$ cat src/rtl/conv_seq_if.sv
// rtl/conv_seq_if.sv - datapath-side bus between conv_seq and the image/kernel/MAC/result blocks
interface conv_seq_if #(
  parameter int IMG_AW  = 16,
  parameter int KERN_AW = 6,
  parameter int RES_AW  = 16
);
  logic [IMG_AW-1:0]  img_addr;
  logic               img_ready;
  logic [KERN_AW-1:0] kern_addr;
  logic               mac_valid;
  logic               mac_first;
  logic               mac_last;
  logic               mac_ovf;
  logic               res_wr_en;
  logic [RES_AW-1:0]  res_addr;
  logic               pool_first;

  modport master (
    output img_addr, kern_addr, mac_valid, mac_first, mac_last,
    output res_wr_en, res_addr, pool_first,
    input  img_ready, mac_ovf
  );

  modport slave (
    input  img_addr, kern_addr, mac_valid, mac_first, mac_last,
    input  res_wr_en, res_addr, pool_first,
    output img_ready, mac_ovf
  );
endinterface

$ cat src/rtl/conv_seq.sv
// rtl/conv_seq.sv - convolution address/strobe sequencer; optional 2:1 max-pool pairing under CONV_SEQ_MAXPOOL_EN
module conv_seq #(
  parameter int IMG_AW   = 16,
  parameter int KERN_AW  = 6,
  parameter int RES_AW   = 16,
  parameter int PIPE_LAT = 3
) (
  input  logic             clk,
  input  logic             reset,
  input  logic             start,
  input  logic             soft_reset,
  input  logic [2:0]       kern_cols,
  input  logic [2:0]       kerns,
  input  logic [7:0]       stride,
  input  logic [7:0]       result_cols,
  input  logic             kern_addr_mode,
  input  logic             en_max_pool,
  conv_seq_if.master       dp,
  output logic             busy,
  output logic             done,
  output logic             accum_ovrflow
);

  typedef enum logic [1:0] {
    S_IDLE,
    S_RUN,
    S_DRAIN,
    S_DONE
  } state_t;

  // Pipe pattern where only the final pending write remains, at the output stage
  localparam logic [PIPE_LAT-1:0] PIPE_TAIL = PIPE_LAT'(1) << (PIPE_LAT - 1);

  state_t              state;
  state_t              state_nxt;
  logic                start_q;
  logic [2:0]          k_cnt;
  logic [2:0]          t_cnt;
  logic [7:0]          r_cnt;
  logic [IMG_AW-1:0]   base;
  logic [RES_AW-1:0]   res_addr_q;
  logic [PIPE_LAT-1:0] wr_pipe;
  logic                accum_q;

  logic start_rise;
  logic accept;
  logic issue;
  logic last_t;
  logic last_r;
  logic last_k;
  logic final_tap;
  logic in_run;

  assign start_rise = start & ~start_q;
  assign accept     = start_rise & ~soft_reset & ((state == S_IDLE) || (state == S_DONE));
  assign in_run     = (state == S_RUN);
  assign issue      = in_run & dp.img_ready;
  assign last_t     = (t_cnt == kern_cols);
  assign last_r     = (r_cnt == result_cols - 8'd1);
  assign last_k     = (k_cnt == kerns);
  assign final_tap  = last_t & last_r & last_k;

  // Start level history for rising-edge detection
  always_ff @(posedge clk or negedge reset) begin
    if (!reset) begin
      start_q <= 1'b0;
    end else begin
      start_q <= start;
    end
  end

  // FSM state register
  always_ff @(posedge clk or negedge reset) begin
    if (!reset) begin
      state <= S_IDLE;
    end else begin
      state <= state_nxt;
    end
  end

  // FSM next state; a zero-length job goes straight to DONE
  always_comb begin
    state_nxt = state;
    if (soft_reset) begin
      state_nxt = S_IDLE;
    end else begin
      case (state)
        S_IDLE, S_DONE: begin
          if (accept) state_nxt = (result_cols != 8'd0) ? S_RUN : S_DONE;
        end
        S_RUN: begin
          if (issue && final_tap) state_nxt = S_DRAIN;
        end
        S_DRAIN: begin
          if (wr_pipe == PIPE_TAIL) state_nxt = S_DONE;
        end
        default: state_nxt = S_IDLE;
      endcase
    end
  end

  // Loop counters kernel/result/tap plus the running image base; all hold while img_ready is low
  always_ff @(posedge clk or negedge reset) begin
    if (!reset) begin
      k_cnt <= '0;
      r_cnt <= '0;
      t_cnt <= '0;
      base  <= '0;
    end else if (soft_reset || accept) begin
      k_cnt <= '0;
      r_cnt <= '0;
      t_cnt <= '0;
      base  <= '0;
    end else if (issue) begin
      if (!last_t) begin
        t_cnt <= t_cnt + 3'd1;
      end else begin
        t_cnt <= '0;
        if (last_r) begin
          r_cnt <= '0;
          base  <= '0;
          k_cnt <= k_cnt + 3'd1;
        end else begin
          r_cnt <= r_cnt + 8'd1;
          base  <= base + IMG_AW'(stride);
        end
      end
    end
  end

`ifdef CONV_SEQ_MAXPOOL_EN
  logic [PIPE_LAT-1:0] pf_pipe;
  logic                pf_in;

  // Even result with a partner behind it in the same kernel opens a pool pair
  assign pf_in = en_max_pool & ~r_cnt[0] & ~last_r;

  // Write-delay line matching the MAC latency, carrying the pool-first tag alongside
  always_ff @(posedge clk or negedge reset) begin
    if (!reset) begin
      wr_pipe <= '0;
      pf_pipe <= '0;
    end else if (soft_reset) begin
      wr_pipe <= '0;
      pf_pipe <= '0;
    end else begin
      wr_pipe[0] <= issue & last_t;
      pf_pipe[0] <= issue & last_t & pf_in;
      for (int i = 1; i < PIPE_LAT; i++) begin
        wr_pipe[i] <= wr_pipe[i-1];
        pf_pipe[i] <= pf_pipe[i-1];
      end
    end
  end

  assign dp.res_wr_en  = wr_pipe[PIPE_LAT-1] & ~pf_pipe[PIPE_LAT-1];
  assign dp.pool_first = wr_pipe[PIPE_LAT-1] &  pf_pipe[PIPE_LAT-1];
`else
  logic unused_pool;
  assign unused_pool = en_max_pool;

  // Write-delay line matching the MAC latency; advances every cycle
  always_ff @(posedge clk or negedge reset) begin
    if (!reset) begin
      wr_pipe <= '0;
    end else if (soft_reset) begin
      wr_pipe <= '0;
    end else begin
      wr_pipe[0] <= issue & last_t;
      for (int i = 1; i < PIPE_LAT; i++) begin
        wr_pipe[i] <= wr_pipe[i-1];
      end
    end
  end

  assign dp.res_wr_en  = wr_pipe[PIPE_LAT-1];
  assign dp.pool_first = 1'b0;
`endif

  // Result address advances after each write, contiguous across kernels
  always_ff @(posedge clk or negedge reset) begin
    if (!reset) begin
      res_addr_q <= '0;
    end else if (soft_reset || accept) begin
      res_addr_q <= '0;
    end else if (dp.res_wr_en) begin
      res_addr_q <= res_addr_q + RES_AW'(1);
    end
  end

  // Sticky overflow over the active part of a job
  always_ff @(posedge clk or negedge reset) begin
    if (!reset) begin
      accum_q <= 1'b0;
    end else if (soft_reset || accept) begin
      accum_q <= 1'b0;
    end else if (in_run || (state == S_DRAIN)) begin
      accum_q <= accum_q | dp.mac_ovf;
    end
  end

  assign dp.img_addr   = in_run ? (base + IMG_AW'(t_cnt)) : '0;
  assign dp.kern_addr  = in_run ? (kern_addr_mode ? KERN_AW'({k_cnt, t_cnt}) : KERN_AW'(t_cnt)) : '0;
  assign dp.mac_valid  = issue;
  assign dp.mac_first  = issue & (t_cnt == 3'd0);
  assign dp.mac_last   = issue & last_t;
  assign dp.res_addr   = res_addr_q;
  assign busy          = in_run || (state == S_DRAIN);
  assign done          = (state == S_DONE);
  assign accum_ovrflow = accum_q;

endmodule

$ cat src/flat_wrapper.sv
// flat-port wrapper written by rule: the top's interface ports become plain ports
module conv_seq_flat 
#(
  parameter int IMG_AW   = 16,
  parameter int KERN_AW  = 6,
  parameter int RES_AW   = 16,
  parameter int PIPE_LAT = 3
)
  (clk, reset, start, soft_reset, kern_cols, kerns, stride, result_cols, kern_addr_mode, en_max_pool, busy, done, accum_ovrflow, dp_img_addr, dp_kern_addr, dp_mac_valid, dp_mac_first, dp_mac_last, dp_res_wr_en, dp_res_addr, dp_pool_first, dp_img_ready, dp_mac_ovf);
  conv_seq_if #(.IMG_AW(IMG_AW), .KERN_AW(KERN_AW), .RES_AW(RES_AW)) dp_i ();
  input  logic clk;
  input  logic reset;
  input  logic start;
  input  logic soft_reset;
  input  logic [2:0] kern_cols;
  input  logic [2:0] kerns;
  input  logic [7:0] stride;
  input  logic [7:0] result_cols;
  input  logic kern_addr_mode;
  input  logic en_max_pool;
  output logic busy;
  output logic done;
  output logic accum_ovrflow;
  output wire logic [$bits(dp_i.img_addr)-1:0] dp_img_addr;
  output wire logic [$bits(dp_i.kern_addr)-1:0] dp_kern_addr;
  output wire logic [$bits(dp_i.mac_valid)-1:0] dp_mac_valid;
  output wire logic [$bits(dp_i.mac_first)-1:0] dp_mac_first;
  output wire logic [$bits(dp_i.mac_last)-1:0] dp_mac_last;
  output wire logic [$bits(dp_i.res_wr_en)-1:0] dp_res_wr_en;
  output wire logic [$bits(dp_i.res_addr)-1:0] dp_res_addr;
  output wire logic [$bits(dp_i.pool_first)-1:0] dp_pool_first;
  input wire logic [$bits(dp_i.img_ready)-1:0] dp_img_ready;
  input wire logic [$bits(dp_i.mac_ovf)-1:0] dp_mac_ovf;
  assign dp_img_addr = dp_i.img_addr;
  assign dp_kern_addr = dp_i.kern_addr;
  assign dp_mac_valid = dp_i.mac_valid;
  assign dp_mac_first = dp_i.mac_first;
  assign dp_mac_last = dp_i.mac_last;
  assign dp_res_wr_en = dp_i.res_wr_en;
  assign dp_res_addr = dp_i.res_addr;
  assign dp_pool_first = dp_i.pool_first;
  assign dp_i.img_ready = dp_img_ready;
  assign dp_i.mac_ovf = dp_mac_ovf;
  conv_seq #(.IMG_AW(IMG_AW), .KERN_AW(KERN_AW), .RES_AW(RES_AW), .PIPE_LAT(PIPE_LAT)) u_core (.clk(clk), .reset(reset), .start(start), .soft_reset(soft_reset), .kern_cols(kern_cols), .kerns(kerns), .stride(stride), .result_cols(result_cols), .kern_addr_mode(kern_addr_mode), .en_max_pool(en_max_pool), .dp(dp_i), .busy(busy), .done(done), .accum_ovrflow(accum_ovrflow));
endmodule
$ cat config.mk
export PLATFORM = sky130hd
export DESIGN_NAME = conv_seq_flat
export DESIGN_NICKNAME = d
export VERILOG_FILES = /design/src/rtl/conv_seq_if.sv /design/src/rtl/conv_seq.sv /design/src/flat_wrapper.sv
export SDC_FILE = /design/constraint.sdc
export NUM_CORES = 1
export LEC_CHECK = 0
export BUFFER_PORTS_ARGS = -buffer_cell sky130_fd_sc_hd__buf_2
export CORE_ASPECT_RATIO = 0.7
export CORE_UTILIZATION = 35
export DETAILED_ROUTE_END_ITERATION = 16
export RECOVER_POWER = 100
export REMOVE_ABC_BUFFERS = 1
export SLEW_MARGIN = 20
export SYNTH_ARGS = -nofsm -noshare
export SYNTH_HDL_FRONTEND = slang
export SYNTH_SLANG_ARGS = --single-unit
$ cat constraint.sdc
create_clock -name clk -period 2 [get_ports clk]
set_clock_uncertainty 0.1 [all_clocks]
set_input_delay 0.3 -clock clk [delete_from_list [all_inputs] [get_ports clk]]
set_output_delay 0.3 -clock clk [all_outputs]
set_load 0.005 [all_outputs]
Word-level counts from Yosys, hierarchy flattened. Index checks and enable logic that the tools add are counted.

Register bits after elaboration: 53. Input bits: 30. Output and inout bits: 46. Logic and storage cells: 82.

$add $sub $neg: 7. Equal/unequal tests: 10. Mux-type cells: 29. Bitwise gates (word level): 11. Reduce and logical (&&, ||, !) cells: 16.

Operators with widths (number): $mux W16 (7); $mux W8 (4); $mux W3 (8); $add A16 B1 Y16 const B (1); $add A16 B3 Y16 (1); $add A16 B8 Y16 (1); $mux W6 (2); $mux W2 (5); $reduce_bool A2 Y1 (5); $add A8 B1 Y8 const B (1); $and A1 B1 Y1 (8); $eq A8 B8 Y1 (1); $reduce_bool A8 Y1 (1); $sub A8 B1 Y8 const B (1); $add A3 B1 Y3 const B (2); $eq A3 B3 Y1 (2); $ne A3 B2 Y1 const B (2); $pmux W2 S3 (1); $reduce_and A3 Y1 (2); $eq A2 B2 Y1 const B (2); $eq A3 B3 Y1 const B (1); $logic_not A3 Y1 (1); $logic_or A1 B1 Y1 (3); $ne A3 B3 Y1 const B (1); other kinds (8) (10).

Longest topological paths before layout.
Depth in word-level cells: 8. Mapped depth: 10. Depth with buffers taken out: 9.

Worst setup path before layout. OpenSTA, ideal clock, no wires.

Kind: flip-flop to output port. Start: register u_core.t_cnt[0]. End: output port dp_img_addr[12]. Arrival: 1.745 ns. Data required time: 1.600 ns. Setup slack: -0.145 ns. Cell stages (with the launch flop): 9. Path buffers: 0. Path through: dfrtp_1 -> ha_1 -> fa_1 -> a21o_1 -> nand2_1 -> nor2_1 -> nand3_1 -> xnor2_1 -> and2_1.

Cells in the longest elaborated chain, start to end: 2.

RTL lines: start: declaration (RTL line conv_seq.sv:38) `logic [2:0] t_cnt;`; start signal: assignment (RTL line conv_seq.sv:116) `t_cnt <= t_cnt + 3'd1;`; $add A16 B3 Y16 (RTL line conv_seq.sv:202) `assign dp.img_addr = in_run ? (base + IMG_AW'(t_cnt)) : '0;`; $mux W16 (RTL line conv_seq.sv:202); end: declaration (RTL line flat_wrapper.sv:24) `output wire logic [$bits(dp_i.img_addr)-1:0] dp_img_addr;`.

Every way passes these cells.

Worst setup path in the final report.
Start: register u_core.base[0]. End: output port dp_img_addr[6].

Cells in the longest elaborated chain, start to end: 2.

RTL lines: start: declaration (RTL line conv_seq.sv:40) `logic [IMG_AW-1:0] base;`; start signal: assignment (RTL line conv_seq.sv:125) `base <= base + IMG_AW'(stride);`; $add A16 B3 Y16 (RTL line conv_seq.sv:202); $mux W16 (RTL line conv_seq.sv:202).

Every way passes these cells.

==> summary.md <==
| Metric | Value |
|---|---|
| Outcome | finished with violations |
| Failing checks | negative setup slack |
| Row count | 30 |
| Post-Layout Cell Count | 680 |
| Register area | 1330 um2 |
| Chip width | roughly 120 um |
| Crit path launch | u_core.base[0] |
| Initial antenna violation count | 0 |
| Post-Place Worst Slack | -0.418 ns |
| Worst slew pin tran | just under 0.8 ns |
| Number of fillers in the final layout | 882 |
| Unique cell type count in the Yosys netlist | 46 |
| Drt pass-1 iters | 5 |
| Core region area | a little under 10,000 um2 |
| Class of the tightest hold or removal check | input pin to flop |
| Die height | 86.7 um |
| Commonest non-fill, non-tap cells in the layout | buf_2, buf_4, dfrtp_1 |
| Worst vdd ir | 0.417 mV |
| Initial drt markers | 153 |
| CP arrival | slightly above 2 ns |
| Share of cells above drive strength 1 | 0.415 |
| Slowest CP cell | dfrtp_1 |
| CTS Buf Count | 5 |
| Largest net degree at the start of global routing | 27 |
| CTS tree | done |
| Total power | roughly 3.0 mW |
| Worst hold start | start |
| Root Driver | clkbuf_16 |
| H-tree depth | 2 |
| ANT cells | 0 |
| Dpl cells | 642 |
| Cell Area, Synth | between 3000 and 4000 um2 |
| Max_slew headroom | 0.487 |
| Routed Antenna Nets | 0 |
| IO buf count | 73 |
| Setup Crit Path Kind | flop to output pin |
| Synth top area share | 0.370 |
| Finished Core Util | 0.543 |
| Synth Instances | 397 |
| Reg clk slew, reported paths | ~0.080 ns |
| Routed len/inst | 14.7 um |
| EDFF count, synth | 0 |
| PwrDens | 568 nW/um2 |
| #FFs+latches synth | 53 |
| Unrepaired setup endpoints after global routing | true |
| Routed Wire Length | approximately 10 mm |
| Final period utilization | 1.23 |
| FF-to-FF path depth | 9 |
| Final nets | 604 |
| Slowest stage delay, CP | about 0.38 ns |
| Final Hold Fails | 0 |
| Total grt overflow | 0 |
| Most used DFF post-synth | dfrtp_1 |
| Syn-to-layout area delta | 48.8% |
| Area of the multi-input gates | 2540 um2 |
| Area leader, netlist | dfrtp_1 |
| Critical Path RT | 1.60 ns |
| I/O pin cnt | 76 |
| Synth area leaders | dfrtp_1, ha_1, xnor2_1 |
| Worst Slack Setup Final | -0.464 ns |
| Routability cong. | a little over 0.8 |
| DP Area | 4500 um2 |
| Sequential area share after synthesis | 0.370 |
| Via count | approximately 3.4k |
| P_leak | 2.51 nW |
| Clock tree buffer depth | 2 |
| WHS Path Cells | 1 |
| Worst-Skew Late Latency | 0.30 ns |
| Post-synth ARST share | 1.00 |
| Setup Viol. Count Final | 45 |
| Crit end category | output pin |
| F_max | between 0.4 and 0.5 GHz |
| Non-Filler Cell Area, Final | between 5000 and 6000 um2 |
| Slew Viols, Final | 0 |
| Worst Path Max Fanout | 3 |
| Max-Cap Viols | 0 |
| Synthesis warning total | 0 |
| Vias in the first global route | 3,156 |
| Reg-to-Reg Start | u_core.base[1] |
| Min cycle time layout | 2.46 ns |
| Worst path cell trace | ha_2, fa_2, a21o_1, nand2_2, buf_4, or3_1, a21boi_1, buf_2 |
| First-pass GRT wire length | 15.4 mm |
| CP startpoint kind | flop |
| Vias per cell | around 5.0 |
| Initial Util | 0.365 |
| Clock net sink count | 53 |
| HPWL Detailed | 7.05 mm |
| Total track usage | 0.184 |
| Leading cell type in the layout, fill and taps excluded | buf_2 |
| DRC | 0 |
| Avg Cell Area, Syn | 9.03 um2 |
| Die area | 10,700 um2 |
[sequential cells by signal (all words and copies together) (netlist names)]
signal / cells
u_core.accum_ovrflow: 1
u_core.base: 16
u_core.dp.res_addr: 16
u_core.k_cnt: 3
u_core.r_cnt: 8
u_core.start_q: 1
u_core.state: 2
u_core.t_cnt: 3
u_core.wr_pipe: 3
[cell usage after synthesis (5+ instances only)]
cell type   n
xnor2_1    30
and2_1     19
a22o_1      6
xor2_1     27
and3_1      8
a21o_1      6
nand2_1    36
a21oi_1    17
or3_1       9
o21ai_0    18
nor3_1      5
nand3_1    18
clkbuf_1   11
nand4_1    16
nor2b_1     7
nor2_1     36
dfrtp_1    53
o311ai_1    5
ha_1       21
inv_1      16
[per-layer routing]
metal	vias to the layer above	track usage	part of all wire
met3	2	0.0309	0.054
met2	80	0.278	0.45
met1	1627	0.275	0.49
met4	0	0.0361	0.0027
li1	1690	-	-
met5	-	0	0
[critical path: cells and delay by family, from the launching register on]
kind / cells / cell delay (ns)
buffers and inverters: 2 / 0.28
and+or+nand+nor: 2 / 0.43
DFF: 1 / 0.38
adders and majority gates: 2 / 0.40
AOI/OAI and AO/OA: 2 / 0.27
[path summary, 6_finish.rpt]
kind / end / slack [ns]
max: dp_img_addr[6] / -0.46
min: u_core.start_q / 0.02
max reg2reg: u_core.base[14] / -0.24
min reg2reg: u_core.accum_ovrflow / 0.40
max in group asynchronous: u_core.r_cnt[3] / 0.24
min in group asynchronous: u_core.dp.res_addr[14] / 0.49
[cell type report]
class,instances,share of cell area
multi-input combinational,313,0.476
sequential,53,0.249
timing repair buffer,162,0.205
tap,128,0.0300
clock buffer,5,0.0234
inverter,16,0.0117
clock inverter,3,0.00492
[metrics by stage]
step,hold WS (ns),TNS [ns]
floorplan,-0.0956,-29.69
global placement,0.132,-12.35
detailed placement,0.134,-12.61
CTS,0.0155,-8.34
global route,0.0136,-14.76
finish,0.0229,-9.95
[timing repair]
action,4_1_cts,5_1_grt
setup buffers,18,14
hold buffers,1,0
setup endpoints to repair,44,51
pin swaps,51,40
cloned,1,0
resized for setup,75,40
endpoints found under the hold margin,13,0
[cells by family (layout without fill, tap and decap cells)]
family / Yosys count / count (layout) / share of synthesized area
adders and majority gates: 23 / 23 / 0.0844
buffers and inverters: 31 / 186 / 0.0352
other: 1 / 1 / 0.00105
and+or+nand+nor: 162 / 162 / 0.236
muxes: 2 / 2 / 0.00558
AOI/OAI and AO/OA: 68 / 68 / 0.129
DFF: 53 / 53 / 0.370
xor gates and xnor gates: 57 / 57 / 0.139
[report_power, final]
group          total [mW]  internal, mW  switching [mW]  leakage [nW]
Sequential           1.15          1.11          0.0373         0.731
Clock               0.914         0.474           0.440        0.0680
Combinational       0.967         0.444           0.523          1.72
Note: power is estimated with default switching activity, not from simulation.
